$ cat src/rtl/fetch_stage_pkg.sv
// fetch_stage_pkg: shared constants and FSM encoding for the fetch stage
package fetch_stage_pkg;
  localparam logic [31:0] HALT_WORD = 32'hFFFF_FFFF;
  localparam logic [31:0] NOP_WORD = 32'h0;
  typedef enum logic [1:0] {F_RUN, F_DRAIN, F_DONE} fstate_t;
endpackage

$ cat src/rtl/fetch_stage_if.sv
// fetch_stage_if: instruction memory bus between fetch (master) and memory (slave)
interface fetch_stage_if #(parameter int ADDR_W = 9);
  logic [ADDR_W-1:0] imem_addr;
  logic [31:0] imem_rdata;
  modport master(output imem_addr, input imem_rdata);
  modport slave(input imem_addr, output imem_rdata);
endinterface

$ cat src/rtl/fetch_stage_if_id_reg.sv
// if_id_reg: IF/ID pipeline register with bubble insertion and hold
module if_id_reg
  import fetch_stage_pkg::*;
(
  input  logic        CLK,
  input  logic        RST,
  input  logic        load,
  input  logic        bubble,
  input  logic [31:0] instr,
  input  logic [31:0] pc_plus4,
  output logic [31:0] instrD,
  output logic [31:0] pcPlus4D,
  output logic        flashB
);
  always_ff @(posedge CLK) begin
    if (RST || bubble) begin
      instrD   <= NOP_WORD;
      pcPlus4D <= 32'h0;
      flashB   <= 1'b1;
    end else if (load) begin
      instrD   <= instr;
      pcPlus4D <= pc_plus4;
      flashB   <= 1'b0;
    end
  end
endmodule

$ cat src/rtl/fetch_stage.sv
// fetch_stage: PC, next-PC selection, halt drain FSM and IF/ID register
module fetch_stage
  import fetch_stage_pkg::*;
#(
  parameter int IMEM_DEPTH   = 512,
  parameter int ADDR_W       = 9,
  parameter int DRAIN_CYCLES = 4
) (
  input  logic                 CLK,
  input  logic                 RST,
  input  logic                 stallF,
  input  logic                 branchTakenD,
  input  logic [31:0]          branchTargetD,
  input  logic                 jumpD,
  input  logic [31:0]          jAddrD,
  fetch_stage_if.master        imem,
  output logic [31:0]          pcF,
  output logic [31:0]          instrD,
  output logic [31:0]          pcPlus4D,
  output logic                 flashB,
  output logic                 done
);
  localparam int CW = $clog2(DRAIN_CYCLES + 1);
  fstate_t state;
  logic [CW-1:0] cnt;
  logic [31:0] pc_plus4;
  logic halt_hit, redirect, run, load, bubble;
  always_comb begin
    imem.imem_addr = pcF[ADDR_W+1:2];
    pc_plus4 = pcF + 32'd4;
    halt_hit = (imem.imem_rdata == HALT_WORD) || (pcF[31:2] >= 30'(IMEM_DEPTH));
    redirect = branchTakenD || jumpD;
    run = (state == F_RUN) && !stallF;
    load = run && !redirect && !halt_hit;
    bubble = (state != F_RUN) || (run && (redirect || halt_hit));
  end
  always_ff @(posedge CLK) begin
    if (RST) begin
      pcF   <= 32'h0;
      state <= F_RUN;
      cnt   <= '0;
      done  <= 1'b0;
    end else begin
      case (state)
        F_RUN: if (!stallF) begin
          if (branchTakenD) pcF <= branchTargetD;
          else if (jumpD) pcF <= jAddrD;
          else if (halt_hit) begin
            state <= F_DRAIN;
            cnt   <= '0;
          end else pcF <= pc_plus4;
        end
        F_DRAIN: begin
          cnt <= cnt + 1'b1;
          if (cnt == CW'(DRAIN_CYCLES - 1)) state <= F_DONE;
        end
        default: done <= 1'b1;
      endcase
    end
  end
  if_id_reg u_if_id (
    .CLK(CLK),
    .RST(RST),
    .load(load),
    .bubble(bubble),
    .instr(imem.imem_rdata),
    .pc_plus4(pc_plus4),
    .instrD(instrD),
    .pcPlus4D(pcPlus4D),
    .flashB(flashB)
  );
endmodule
$ cat src/flat_wrapper.sv
// flat-port wrapper written by rule: the top's interface ports become plain ports
module fetch_stage_flat import fetch_stage_pkg::*;
#(
  parameter int IMEM_DEPTH   = 512,
  parameter int ADDR_W       = 9,
  parameter int DRAIN_CYCLES = 4
)
  (CLK, RST, stallF, branchTakenD, branchTargetD, jumpD, jAddrD, pcF, instrD, pcPlus4D, flashB, done, imem_imem_addr, imem_imem_rdata);
  fetch_stage_if #(.ADDR_W(ADDR_W)) imem_i ();
  input  logic CLK;
  input  logic RST;
  input  logic stallF;
  input  logic branchTakenD;
  input  logic [31:0] branchTargetD;
  input  logic jumpD;
  input  logic [31:0] jAddrD;
  output logic [31:0] pcF;
  output logic [31:0] instrD;
  output logic [31:0] pcPlus4D;
  output logic flashB;
  output logic done;
  output wire logic [$bits(imem_i.imem_addr)-1:0] imem_imem_addr;
  input wire logic [$bits(imem_i.imem_rdata)-1:0] imem_imem_rdata;
  assign imem_imem_addr = imem_i.imem_addr;
  assign imem_i.imem_rdata = imem_imem_rdata;
  fetch_stage #(.IMEM_DEPTH(IMEM_DEPTH), .ADDR_W(ADDR_W), .DRAIN_CYCLES(DRAIN_CYCLES)) u_core (.CLK(CLK), .RST(RST), .stallF(stallF), .branchTakenD(branchTakenD), .branchTargetD(branchTargetD), .jumpD(jumpD), .jAddrD(jAddrD), .imem(imem_i), .pcF(pcF), .instrD(instrD), .pcPlus4D(pcPlus4D), .flashB(flashB), .done(done));
endmodule
$ cat config.mk
export PLATFORM = sky130hd
export DESIGN_NAME = fetch_stage_flat
export DESIGN_NICKNAME = d
export VERILOG_FILES = /design/src/rtl/fetch_stage_pkg.sv /design/src/rtl/fetch_stage_if.sv /design/src/rtl/fetch_stage_if_id_reg.sv /design/src/rtl/fetch_stage.sv /design/src/flat_wrapper.sv
export SDC_FILE = /design/constraint.sdc
export NUM_CORES = 1
export LEC_CHECK = 0
export ABC_AREA = 1
export ABC_CLOCK_PERIOD_IN_PS = 1950
export CAP_MARGIN = 20
export CORE_ASPECT_RATIO = 1.5
export CORE_UTILIZATION = 35
export DETAILED_ROUTE_END_ITERATION = 6
export GPL_ROUTABILITY_DRIVEN = 0
export PLACE_DENSITY_LB_ADDON = 0.15
export SLEW_MARGIN = 25
export SYNTH_ARGS = -nofsm -noshare
export SYNTH_HDL_FRONTEND = slang
export SYNTH_SLANG_ARGS = --single-unit
$ cat constraint.sdc
create_clock -name CLK -period 1.95 [get_ports CLK]
set_clock_uncertainty 0.2 [all_clocks]
set_input_delay 0.39 -clock CLK [delete_from_list [all_inputs] [get_ports CLK]]
set_output_delay 0.39 -clock CLK [all_outputs]
set_load 0.03 [all_outputs]
# Word level (Yosys, flattened, before mapping)
# Cells that the tools add are included.
[totals] reg_bits=103 latchBits=0 ramBits=0 romBits=0 input_bits=101 output_inout_bits=107 wordCells=53 n_memories=0
[op_classes] add_sub_neg=2 multipliers=0 n_div=0 magnitude_cmp=1 eq_ne=9 n_shift=0 muxes=14 bitwise=1 n_reduce_logical=19
[ops] cell="two-way mux 32 bit" n=3
[ops] cell="adder 32 x 3 -> 32 bit (second input constant)" n=1
[ops] cell="equality test 32 bit (second input constant)" n=1
[ops] cell="greater-or-equal comparator 30 x 10 -> 1 bit (second input constant)" n=1
[ops] cell="two-way mux 3 bit" n=4
[ops] cell="two-way mux 2 bit" n=5
[ops] cell="inequality test 2 bit (second input constant)" n=3
[ops] cell="one-hot mux 3 bit (2 select lines)" n=1
[ops] cell="AND reduction 6 bit" n=1
[ops] cell="logical OR 1 bit" n=5
[ops] cell="AND reduction 5 bit" n=1
[ops] cell="logical AND 1 bit" n=4
[ops] cell="inequality test 2 x 1 -> 1 bit (second input constant)" n=2
[ops] cell="one-hot mux 2 bit (2 select lines)" n=1
[ops] cell="nonzero test 2 bit" n=2
[ops] cell="adder 3 x 1 -> 3 bit (second input constant)" n=1
[ops] cell="equality test 3 x 2 -> 1 bit (second input constant)" n=1
[ops] cell="logical NOT 1 bit" n=3
[ops] cell="inequality test 3 bit (second input constant)" n=1
[ops] cell="AND reduction 3 bit" n=1
[ops] cell="equality test 2 x 1 -> 1 bit (second input constant)" n=1
[ops] cell="logical NOT 2 bit" n=1
[ops] cell="OR reduction 2 bit" n=1
[ops] cell="inverter 1 bit" n=1

# Depth between registers and ports, before layout
# Gate-level depths: netlist of the first run.
[logic_depth] word_depth=7 ltp_mapped=13 ltp_nobuf=12

# Hierarchy
# Synthesis of the first run repeated with hierarchy kept, for this count alone.
[hier_totals] hier_cells=875 hier_area_um2=5766.8
[by_module_without_submodules] mod="fetch_stage" n_inst=1 cells_each=466 area_each_um2=3111.7 seq_area_each_um2=760.7
[by_module_without_submodules] mod="if_id_reg" n_inst=1 cells_each=409 area_each_um2=2655.0 seq_area_each_um2=1301.2

# Worst setup path after synthesis of the first run
# No wires, ideal clock.
[synth_path] kind="flip-flop to flip-flop" start="register u_core.pcF[2]" end="register u_core.pcF[3]" setup_time_ns=0.119 arrival_ns=1.464 t_required_ns=1.631 slack_ns=0.167 path_stages_with_launch=8 path_buffers=0 period_less_slack_ns=1.783 path_cell_list="dfxtp_1 -> inv_1 -> ha_1 -> a22o_1 -> a21oi_1 -> nand3_1 -> nand2_1 -> a21oi_1"
[synth_via] elab_chain_cells=4 elab_cells_between_ends=8 classes_between="add/sub (1); order compare (1); eq/ne (1); mux (3); reduce/logical (2)"
[synth_lines] element="start: declaration" line="fetch_stage.sv:17" text="output logic [31:0] pcF,"
[synth_lines] element="start signal: assignment" line="fetch_stage.sv:46" text="if (branchTakenD) pcF <= branchTargetD;"
[synth_lines] element="start signal: assignment" line="fetch_stage.sv:47" text="else if (jumpD) pcF <= jAddrD;"
[synth_lines] element="start signal: assignment" line="fetch_stage.sv:51" text="end else pcF <= pc_plus4;"
[synth_lines] element="adder 32 x 3 -> 32 bit" line="fetch_stage.sv:30" text="pc_plus4 = pcF + 32'd4;"
[synth_lines] element="via u_core.pc_plus4[3]" line="fetch_stage.sv:26" text="logic [31:0] pc_plus4;"
[synth_lines] element="two-way mux 32 bit" line="fetch_stage.sv:48" text="else if (halt_hit) begin"
[synth_lines] element="two-way mux 32 bit" line="fetch_stage.sv:47"
[synth_lines] element="two-way mux 32 bit" line="fetch_stage.sv:46"
# The timed path passes the listed nets, and every way through them passes these cells. The select of a mux whose other input is x is not followed.
# A chain may end at the register's enable or synchronous reset.

# Worst setup path in the final report of the first run
[layout_path] start="register u_core.pcF[27]" end="register u_core.u_if_id.instrD[22]"
[layout_via] elab_chain_cells=6 elab_cells_between_ends=8 classes_between="order compare (1); reduce/logical (7)"
[layout_lines] element="greater-or-equal comparator 30 x 10 -> 1 bit *" line="fetch_stage.sv:31" text="halt_hit = (imem.imem_rdata == HALT_WORD) || (pcF[31:2] >= 30'(IMEM_DEPTH));"
[layout_lines] element="logical OR 1 bit *" line="fetch_stage.sv:31"
[layout_lines] element="logical OR 1 bit" line="fetch_stage.sv:35" text="bubble = (state != F_RUN) || (run && (redirect || halt_hit));"
[layout_lines] element="logical AND 1 bit" line="fetch_stage.sv:35"
[layout_lines] element="logical OR 1 bit" line="fetch_stage.sv:35"
[layout_lines] element="logical OR 1 bit" line="fetch_stage_if_id_reg.sv:16" text="if (RST || bubble) begin"
[layout_lines] element="end signal: assignment" line="fetch_stage_if_id_reg.sv:21" text="instrD <= instr;"
[layout_lines] element="end: declaration" line="fetch_stage_if_id_reg.sv:11" text="output logic [31:0] instrD,"
# Mark *: on every way between the ends. The rest lies on a longest branch, timed or not.

==> results by group, run 1 <==
STA
  – F_max: 537 MHz
  – Tcrit/Tclk final: 95.5%
  – Hold Vio Cnt, Final: 0
  – Slew Limit Fails: 0
  – Worst-margin pin slew: 376 ps
  – Max_slew headroom: 75.0%
  – Clock period minus worst slack: 1860 ps
  – # setup viols final: 0
  – Unrepaired setup endpoints after global routing: yes

Critical path
  – R2R depth: 12
  – Crit path max fanout: 8
  – CP endpoint kind: register
  – Reg2reg setup slack: 90 ps
  – Reg2Reg Capture Point: u_core.u_if_id.instrD[22]
  – Worst Path Arrival: 1880 ps
  – Crit Path Category: register to register
  – RR Startpoint: u_core.pcF[27]
  – CP required: 1970 ps
  – Setup crit start kind: register

Pwr
  – Clock share of power: 37.5%
  – Power density cells: 657 mW/mm^2
  – Worst VDD drop: 0.521 mV
  – Total power: 5.24 mW
  – Switching portion of total power: 27.5%
  – Cell-internal power: 3.80 mW
  – Leak Pwr: 3.91 nW
  – Sequential Power Share: 42.4%
  – Net Sw Power: 1.44 mW
  – Combinational share of power: around 20%

CTS
  – H-tree Lvls: 3
  – Worst-Skew Late Latency: approximately 340 ps
  – Bufs on Longest Clock Path: 2
  – TritonCTS clock tree: built
  – Number of buffers created by CTS: 9
  – Clock sinks: 103
  – Clock root buffer: clkbuf_16
  – Clk pin slew, worst setup/hold paths: 70 ps

Placement
  – PortBufs: 207
  – Hpwl dp: 10.6 mm

Detailed routing
  – DRC viols: 0
  – Pre-Repair DR Iteration Count: 4
  – DR WL/cell: ~15 um
  – DR vias: 5125
  – Drt via density: 4.89
  – Final wirelength: between 15 and 20 mm
  – Antenna Nets Post-Route: 0
  – Detailed router's first-iteration violation count: 152

Synth
  – Post-synth top cells: nand2_1 (179), dfxtp_1 (103), nor2_1 (98)
  – Area share of the largest cell type after synthesis: 44.3%
  – EDFF count, synth: 0
  – Ys flop type: dfxtp_1
  – Most common cell in the netlist: nand2_1
  – Syn. warnings: 0
  – FFs w/ async S/R, synth: 0%
  – Post-synthesis sequential area ratio: 44.3%
  – Syn_area_per_cell: around 7 sq um
  – Area contributors post-synth: dfxtp_1 (44%), nand2_1 (14%), nor2_1 (7.9%)
  – Netlist cell types: 27
  – Yosys reg bits: 103
  – Synth area leader: dfxtp_1
  – Mapped Cells: 653
  – Syn Std Cell Area: 0.00466 sq mm
  – Syn_nets: 758

Hold path
  – Hold Path Sink: u_core.u_if_id.instrD[12]
  – Critical hold path startpoint: imem_imem_rdata[12]
  – Worst hold stages: 3
  – HP Class: input port to register

Floorplan
  – Starting Density: 35.9%
  – Core area: between 0.01 and 0.015 sq mm
  – Top Ports: 208
  – Placement Rows: 51
  – Die Wd: between 90 and 100 um
  – Die area: 0.0138 sq mm
  – Die H: 143 um

Finish
  – Filler cells: 1201
  – Layout cell share with drive strength beyond 1: 19.3%
  – Final #Nets: 988
  – Post-layout util: 61.6%
  – Area grow syn2layout: 71.3%
  – # diodes: 0

Global routing
  – Total congestion overflow: 0
  – Largest net degree at the start of global routing: 53
  – Initial antenna violation count: 0
  – Overall Global Routing Usage: 21.4%
  – Number of global-route vias before repair: a little under 5000
  – First-pass GRT wire length: ~23 mm

Status
  – Status: complete, no violations

Job
  – MaxCap Viol Count: 0
timing repair:
| item | in CTS | in global routing |
|---|---|---|
| pin swaps | 15 | 33 |
| gates cloned | 5 | 10 |
| hold buffers | 0 | 0 |
| gates resized for setup | 123 | 132 |
| endpoints found under the setup margin | 188 | 111 |
| buffers inserted | 4 | 2 |
area by class of cell:
| class | instances | area, sq um | area share [%] |
|---|---|---|---|
| tap | 159 | 199 | 2.49 |
| inverter | 46 | 185 | 2.32 |
| timing repair buffer | 268 | 2760 | 34.6 |
| multi-input combinational | 455 | 2430 | 30.5 |
| clock inverter | 7 | 104 | 1.30 |
| clock buffer | 9 | 225 | 2.82 |
| sequential | 103 | 2070 | 25.9 |
how the worst max path moves through the flow:
stage / startpoint / endpoint / slack (ps) / depth (start not counted)
final: u_core.pcF[27] / u_core.u_if_id.instrD[22] / 90 / 12
after global routing: u_core.pcF[29] / u_core.u_if_id.pcPlus4D[19] / -40 / 12
after CTS: imem_imem_rdata[1] / u_core.u_if_id.pcPlus4D[11] / -20 / 15
after detailed placement: imem_imem_rdata[0] / u_core.pcF[26] / -500 / 13
after global placement: imem_imem_rdata[1] / u_core.pcF[11] / -460 / 13
after floorplan: u_core.pcF[2] / u_core.pcF[3] / 170 / 7
metrics by stage:
step,TNS [ps],instance area (sq um),hold slack (ps),instances,setup slack [ps]
6_report,0,7980,164,1047,87.5
4_1_cts,-81.1,7380,242,1036,-19.5
2_1_floorplan,0,4660,234,653,167
3_5_place_dp,-42470,6990,233,1011,-503
3_3_place_gp,-40210,6990,229,1011,-462
5_1_grt,-968,7980,160,1047,-43.9
cells in the final DEF, fill, tap and decap left out, types with 2 or more instances in the layout:
cell type	count
nand2_1	138
dlygate4sd2_1	111
dfxtp_1	97
nor2_1	77
clkdlybuf4s50_1	67
nand3_1	58
a21oi_1	48
inv_1	42
buf_4	38
nand2_2	29
dlymetal6s2s_1	29
a22o_1	28
nor2_2	23
clkbuf_16	15
nand2_4	14
a21oi_2	13
buf_12	7
buf_6	6
dfxtp_2	6
xor2_1	4
ha_1	4
buf_16	4
o21ai_0	3
nand3b_1	3
inv_2	2
nor2_4	2
nand2_8	2
a221oi_1	2
a211oi_1	2
bufinv_16	2
clkinvlp_4	2
kinds of logic after synthesis:
| kind of cell | after synthesis | share of synthesized area, % |
|---|---|---|
| XOR/XNOR | 5 | 0.941 |
| AO/OA/AOI/OAI | 96 | 12.8 |
| flip-flops | 103 | 44.3 |
| buffers and inverters | 96 | 10.3 |
| AND/OR/NAND/NOR | 349 | 30.6 |
| adder cells (fa/ha/maj) | 4 | 1.08 |
state kept, by name, summed over array words and instances, names as in the netlist:
register and count:
u_core.u_if_id.instrD 32, u_core.done 1, u_core.u_if_id.pcPlus4D 32, u_core.pcF 32, u_core.cnt 3, u_core.state 2, u_core.u_if_id.flashB 1
power by group through the flow:
stage / sequential [mW] / combinational, mW / clock (mW)
after floorplan: 2.36 / 0.390 / 0
after global placement: 2.26 / 0.952 / 0
after detailed placement: 2.27 / 0.965 / 0
after CTS: 2.22 / 0.999 / 2.02
after global routing: 2.23 / 1.14 / 2.10
final: 2.22 / 1.05 / 1.97
critical path, stage by stage, from the launching register on:
cell,delay [ps]
dfxtp_2,330
nor2_2,100
nand2_1,60
nor2_1,90
nand2_1,90
nor2_2,160
nand2_2,80
buf_6,140
clkinv_8,80
nand2_8,100
clkbuf_16,200
nand2_1,70
a21oi_1,60
metal layers:
| metal | part of all wire (%) | GRT usage [%] | vias up | wire, um |
|---|---|---|---|---|
| met3 | 6.5 | 4.63 | 17 | 1040 |
| met5 | 0 | 0 | - | 0 |
| met4 | 1.3 | 6.36 | 0 | 216 |
| li1 | - | - | 2550 | - |
| met2 | 55 | 40.2 | 183 | 8770 |
| met1 | 37 | 23.2 | 2375 | 5990 |
No activity file was read; power rests on OpenSTA's default activity.
==> run 2: changes to the inputs <==
--- a/config.mk
+++ b/config.mk
@@ -6,10 +6,9 @@
 export NUM_CORES = 1
 export LEC_CHECK = 0
 export ABC_AREA = 1
-export ABC_CLOCK_PERIOD_IN_PS = 1950
 export CAP_MARGIN = 20
 export CORE_ASPECT_RATIO = 1.5
-export CORE_UTILIZATION = 35
+export CORE_UTILIZATION = 42
 export DETAILED_ROUTE_END_ITERATION = 6
 export GPL_ROUTABILITY_DRIVEN = 0
 export PLACE_DENSITY_LB_ADDON = 0.15
==> results by group, run 2 (same netlist as run 1, synthesis figures left out) <==
Status
  – Failing checks: setup timing
  – Status: finished, violations left

Finish
  – Final instance area: about 0.0080 sq mm
  – Area grow syn2layout: 71.2%
  – Most common cell after layout, fill and taps aside: nand2_1
  – Layout cell share with drive strength beyond 1: 18.1%
  – # diodes: 0
  – Post-layout util: 74.5%
  – Commonest cells after routing, fill and taps aside: nand2_1 (169), dlygate4sd2_1 (112), dfxtp_1 (95), nor2_1 (68), clkdlybuf4s50_1 (68)
  – Regs by FF count: u_core.pcF: 32 flops, u_core.u_if_id.instrD: 32 flops, u_core.u_if_id.pcPlus4D: 32 flops
  – Final #Nets: 994

STA
  – # setup viols final: 1
  – F_max: 507 MHz
  – Max_slew headroom: 75.2%
  – Worst-margin pin slew: approximately 370 ps
  – Tcrit/Tclk final: 101%
  – Clock period minus worst slack: 1970 ps
  – Worst Slack Setup Final: -22.7 ps
  – Hold Vio Cnt, Final: 0
  – Unrepaired setup endpoints after global routing: yes
  – Hold WS: 158 ps
  – Slew Limit Fails: 0

CTS
  – Number of buffers created by CTS: 9
  – TritonCTS clock tree: built
  – Clock root buffer: clkbuf_16
  – Clk pin slew, worst setup/hold paths: 80 ps
  – Bufs on Longest Clock Path: 2
  – Clock sinks: 103
  – Worst-Skew Late Latency: between 300 and 400 ps
  – H-tree Lvls: 3

Hold path
  – Worst hold stages: 3
  – HP Class: input port to register

Global routing
  – Overall Global Routing Usage: around a quarter
  – Initial antenna violation count: 0
  – Largest net degree at the start of global routing: 31
  – Total congestion overflow: 0
  – First-pass GRT wire length: 22.9 mm
  – Number of global-route vias before repair: 4865

Detailed routing
  – Final wirelength: 16.5 mm
  – Antenna Nets Post-Route: 0
  – DRC viols: 0
  – Detailed router's first-iteration violation count: 192
  – DR vias: 5290
  – Drt via density: roughly 5
  – DR WL/cell: 15.9 um
  – Pre-Repair DR Iteration Count: 4

Critical path
  – CP endpoint kind: register
  – CP required: roughly 2000 ps
  – Worst Path Arrival: 2040 ps
  – Setup crit start kind: register
  – Reg2reg setup slack: -20 ps
  – Crit path max fanout: 30
  – R2R depth: 11
  – Crit Path Category: register to register

Pwr
  – Leak Pwr: ~3.9 nW
  – Worst VDD drop: 0.557 mV
  – Power density cells: ~640 mW/mm^2

Floorplan
  – Die H: roughly 130 um
  – Core area: 0.0107 sq mm
  – Placement Rows: 46
  – Die area: ~0.012 sq mm
  – Die Wd: roughly 88 um
  – Top Ports: 208
  – Starting Density: 43.5%

Placement
  – Post-DP Area: 0.00700 sq mm
  – Setup WS pre-CTS: -526 ps
  – PortBufs: 207
  – Hpwl dp: 10.4 mm

Job
  – MaxCap Viol Count: 0
[run 2: path summary, 6_finish.rpt]
path | start | to
worst max register to register | u_core.pcF[28] | u_core.u_if_id.instrD[21]
worst min register to register | u_core.u_if_id.pcPlus4D[15] | u_core.u_if_id.pcPlus4D[15]
worst max-delay path | u_core.pcF[28] | u_core.u_if_id.instrD[21]
worst min-delay path | imem_imem_rdata[7] | u_core.u_if_id.instrD[7]
[run 2: final cells by class]
type	instances	area (sq um)
repair buffers	274	2850
multi-input cells	455	2400
clock buffers	9	225
inverters	46	180
clock inverters	7	71.3
fillers	845	2730
flip-flops and latches	103	2070
well taps	144	180
[run 2: routing by layer]
metal / GRT usage, % / part of all wire [%]
met1: 27.8 / 36
met2: 48.3 / 55
met3: 5.21 / 7.2
met4: 9.64 / 2.3
met5: 0 / 0
[run 2: power by group]
group          internal [mW]  switching (mW)
combinational          0.524           0.584
sequential              2.16          0.0561
clock                  0.910           0.882
total                   3.60            1.52
[run 2: worst max-delay path, stage by stage, from the launching register on]
cell	delay [ps]
dfxtp_2	330
nor2_1	110
nand2_1	80
nor2_2	100
nand2_2	90
nor2_4	130
nand2_2	90
buf_6	140
inv_8	70
buf_12	170
nand3_1	160
a21oi_2	220
[run 2: timing repair]
item,CTS,global route
endpoints found under the setup margin,186,112
resized for setup,156,84
hold buffers,0,0
pin swaps,23,26
setup buffers,10,4
cloned,5,11
endpoints found under the hold margin,0,0
[run 2: per-stage QoR]
step                TNS [ps]  power [mW]  std cells
finish                 -22.7        5.12       1038
global route            -309        5.33       1038
detailed placement    -43420        3.23        997
global placement      -40390        3.21        997
floorplan                  0        2.75        653
CTS                    -28.1        5.05       1027
==> run 3: changes to the inputs <==
--- a/config.mk
+++ b/config.mk
@@ -5,9 +5,8 @@
 export SDC_FILE = /design/constraint.sdc
 export NUM_CORES = 1
 export LEC_CHECK = 0
-export ABC_AREA = 1
 export CAP_MARGIN = 20
-export CORE_ASPECT_RATIO = 1.5
+export CORE_ASPECT_RATIO = 0.5
 export CORE_UTILIZATION = 42
 export DETAILED_ROUTE_END_ITERATION = 6
 export GPL_ROUTABILITY_DRIVEN = 0
==> results by group, run 3 <==
Status
  – Status: finished, violations left
  – Failing checks: setup timing

Detailed routing
  – Pre-Repair DR Iteration Count: 4
  – DR WL/cell: approximately 18 um
  – DRC viols: 0
  – Antenna Nets Post-Route: 0
  – Detailed router's first-iteration violation count: ~170
  – DR vias: 4647
  – Final wirelength: 15.8 mm
  – Drt via density: ~5.2

Critical path
  – Max incr delay on CP: approximately 400 ps
  – CP Cell Sequence: nor4_4 > nand2_1 > buf_6 > a2111oi_4 > buf_4 > buf_12 > buf_16 > mux2i_2 > nor2_2
  – Setup crit start kind: register
  – RR Startpoint: u_core.pcF[19]
  – Worst setup path start: u_core.pcF[19]
  – R2R depth: 9
  – CP required: between 1500 and 2000 ps
  – CP bufs+invs: 4
  – Top delay family on crit path: buffers and inverters
  – Crit Path Category: register to register
  – Worst Path Arrival: 2350 ps
  – Crit path max fanout: 7
  – Reg2reg setup slack: -360 ps
  – Reg2Reg Capture Point: u_core.u_if_id.instrD[15]
  – CP endpoint kind: register
  – Slowest CP cell: a2111oi_4

CTS
  – Clk pin slew, worst setup/hold paths: 70 ps
  – Clock root buffer: clkbuf_16
  – Hold Buf Count CTS: 0
  – Bufs on Longest Clock Path: 2
  – Worst-Skew Late Latency: 350 ps
  – Clock sinks: 103
  – H-tree Lvls: 3
  – Number of buffers created by CTS: 9
  – TritonCTS clock tree: built

Global routing
  – Largest net degree at the start of global routing: 33
  – Overall Global Routing Usage: approximately 27%
  – First-pass GRT wire length: approximately 24 mm
  – Total congestion overflow: 0
  – Number of global-route vias before repair: 4771
  – Initial antenna violation count: 0

STA
  – Worst Slack Setup Final: -357 ps
  – # setup viols final: 78
  – Tcrit/Tclk final: 118%
  – Hold Vio Cnt, Final: 0
  – Max_slew headroom: approximately three quarters
  – Clock period minus worst slack: 2310 ps
  – Unrepaired setup endpoints after global routing: yes
  – F_max: 434 MHz
  – Worst-margin pin slew: 366 ps
  – Slew Limit Fails: 0
  – Hold WS: 106 ps

Pwr
  – Clock share of power: 35.1%
  – Switching portion of total power: around 29%
  – Sequential Power Share: 41.8%
  – Combinational share of power: 23.1%
  – Total power: 5.38 mW
  – Power density cells: 633 mW/mm^2
  – Cell-internal power: 3.80 mW
  – Net Sw Power: 1.58 mW
  – Worst VDD drop: 0.442 mV
  – Leak Pwr: ~3.8 nW

Finish
  – Regs by FF count: u_core.pcF: 32 flops, u_core.u_if_id.instrD: 32 flops, u_core.u_if_id.pcPlus4D: 32 flops
  – # diodes: 0
  – Post-Layout Cell Count: a little under 900
  – Layout cell share with drive strength beyond 1: approximately 43%
  – Commonest cells after routing, fill and taps aside: dlygate4sd2_1 (93), dfxtp_1 (86), buf_4 (73), clkdlybuf4s50_1 (66), nor2_2 (41)
  – Most common cell after layout, fill and taps aside: dlygate4sd2_1
  – Area grow syn2layout: 85.3%
  – Final #Nets: 847

Synth
  – Mapped Cells: 460
  – Syn_area_per_cell: 9.98 sq um
  – Most common cell in the netlist: dfxtp_1
  – FFs w/ async S/R, synth: 0%
  – Yosys reg bits: 103
  – Post-synth top cells: dfxtp_1 (103), nor2_2 (44), mux2i_1 (39)
  – Area share of the largest cell type after synthesis: 44.9%
  – Netlist cell types: 50
  – Syn_nets: 565
  – Syn Std Cell Area: 0.00459 sq mm
  – Area contributors post-synth: dfxtp_1 (45%), mux2i_1 (8.5%), nor2_2 (6.0%)
  – Ys flop type: dfxtp_1
  – Post-synthesis sequential area ratio: 44.9%
  – Synth area leader: dfxtp_1
  – Syn. warnings: 0
  – EDFF count, synth: 0

Job
  – MaxCap Viol Count: 0

Floorplan
  – Core area: about 0.010 sq mm
  – Starting Density: 44.1%
  – Die Wd: 150 um
  – Die area: ~0.011 sq mm
  – Top Ports: 208
  – Placement Rows: 26
  – Die H: 75.9 um

Placement
  – PortBufs: 207
  – Hpwl dp: 10.3 mm
  – # placed instances: 839

Hold path
  – Hold Path Sink: u_core.u_if_id.instrD[0]
  – HP Class: input port to register
  – Worst hold stages: 3
  – Critical hold path startpoint: imem_imem_rdata[0]
==> run 3: changes by cell type after synthesis, moves of 26 or more <==
cell      change
nand2_1     -164
nor2_1       -80
nand3_1      -55
a21oi_1      -52
nor2_2       +41
mux2i_1      +39
inv_1        -37
nor3_1       +31
a22o_1       -28
a211oi_1     +26
==> run 3: stage by stage <==
stage                     TNS [ps]  util (%)  area [sq um]  worst slack, ps
after floorplan             -14100         -          4790             -298
after global placement      -48750      71.6          7460             -679
after detailed placement    -50680      71.6          7460             -725
after CTS                   -17900      78.9          8210             -295
after global routing        -25690      81.7          8510             -419
final                       -20490      81.7          8510             -357
==> run 3: cells by family (layout without fill, tap and decap cells) <==
family	count (synthesis)	in the layout	synth area share, %
DFF	103	103	44.9
muxes	40	40	8.75
xor gates and xnor gates	8	8	1.53
adders and majority gates	4	4	1.09
buffers and inverters	53	340	6.32
and+or+nand+nor	162	162	21.1
AOI/OAI and AO/OA	90	90	16.3
==> run 3: worst min-delay path: stages <==
cell,delay [ps]
buf_2,100
mux2i_2,70
nor2_2,70
==> run 3: power by group through the flow <==
| stage | combinational [mW] | sequential, mW | clock [mW] |
|---|---|---|---|
| global placement | 1.14 | 2.29 | 0 |
| finish | 1.25 | 2.25 | 1.89 |
| global route | 1.31 | 2.26 | 2.02 |
| floorplan | 0.461 | 2.41 | 0 |
| CTS | 1.19 | 2.25 | 1.92 |
| detailed placement | 1.16 | 2.29 | 0 |
==> run 3: worst max-delay path by stage <==
| stage | end | slack (ps) | cells past startpoint |
|---|---|---|---|
| 6_report | u_core.u_if_id.instrD[15] | -360 | 9 |
| 5_1_grt | u_core.u_if_id.instrD[7] | -420 | 9 |
| 4_1_cts | u_core.u_if_id.instrD[11] | -290 | 9 |
| 3_5_place_dp | u_core.pcF[10] | -720 | 6 |
| 3_3_place_gp | u_core.u_if_id.instrD[11] | -680 | 9 |
| 2_1_floorplan | u_core.u_if_id.instrD[10] | -300 | 6 |
==> run 3: what timing repair did <==
action | 4_1_cts | 5_1_grt
gates cloned | 7 | 1
pin swaps | 29 | 18
hold endpoints to repair | 0 | 0
buffers inserted | 20 | 11
gates resized for setup | 255 | 89
endpoints found under the setup margin | 167 | 96
==> run 3: area by class of cell <==
class,instances,area (sq um)
timing repair buffer,316,3040
multi-input combinational,304,2860
sequential,103,2090
fill,693,1900
clock buffer,9,225
tap,140,175
clock inverter,7,83.8
inverter,8,30.0
==> run 3: layer usage <==
metal | vias to the layer above | GRT usage, % | part of all wire (%)
li1 | 2231 | - | -
met1 | 2229 | 32.2 | 42
met2 | 162 | 47.2 | 49
met3 | 25 | 7.59 | 7.1
met4 | 0 | 7.58 | 1.7
met5 | - | 0 | 0
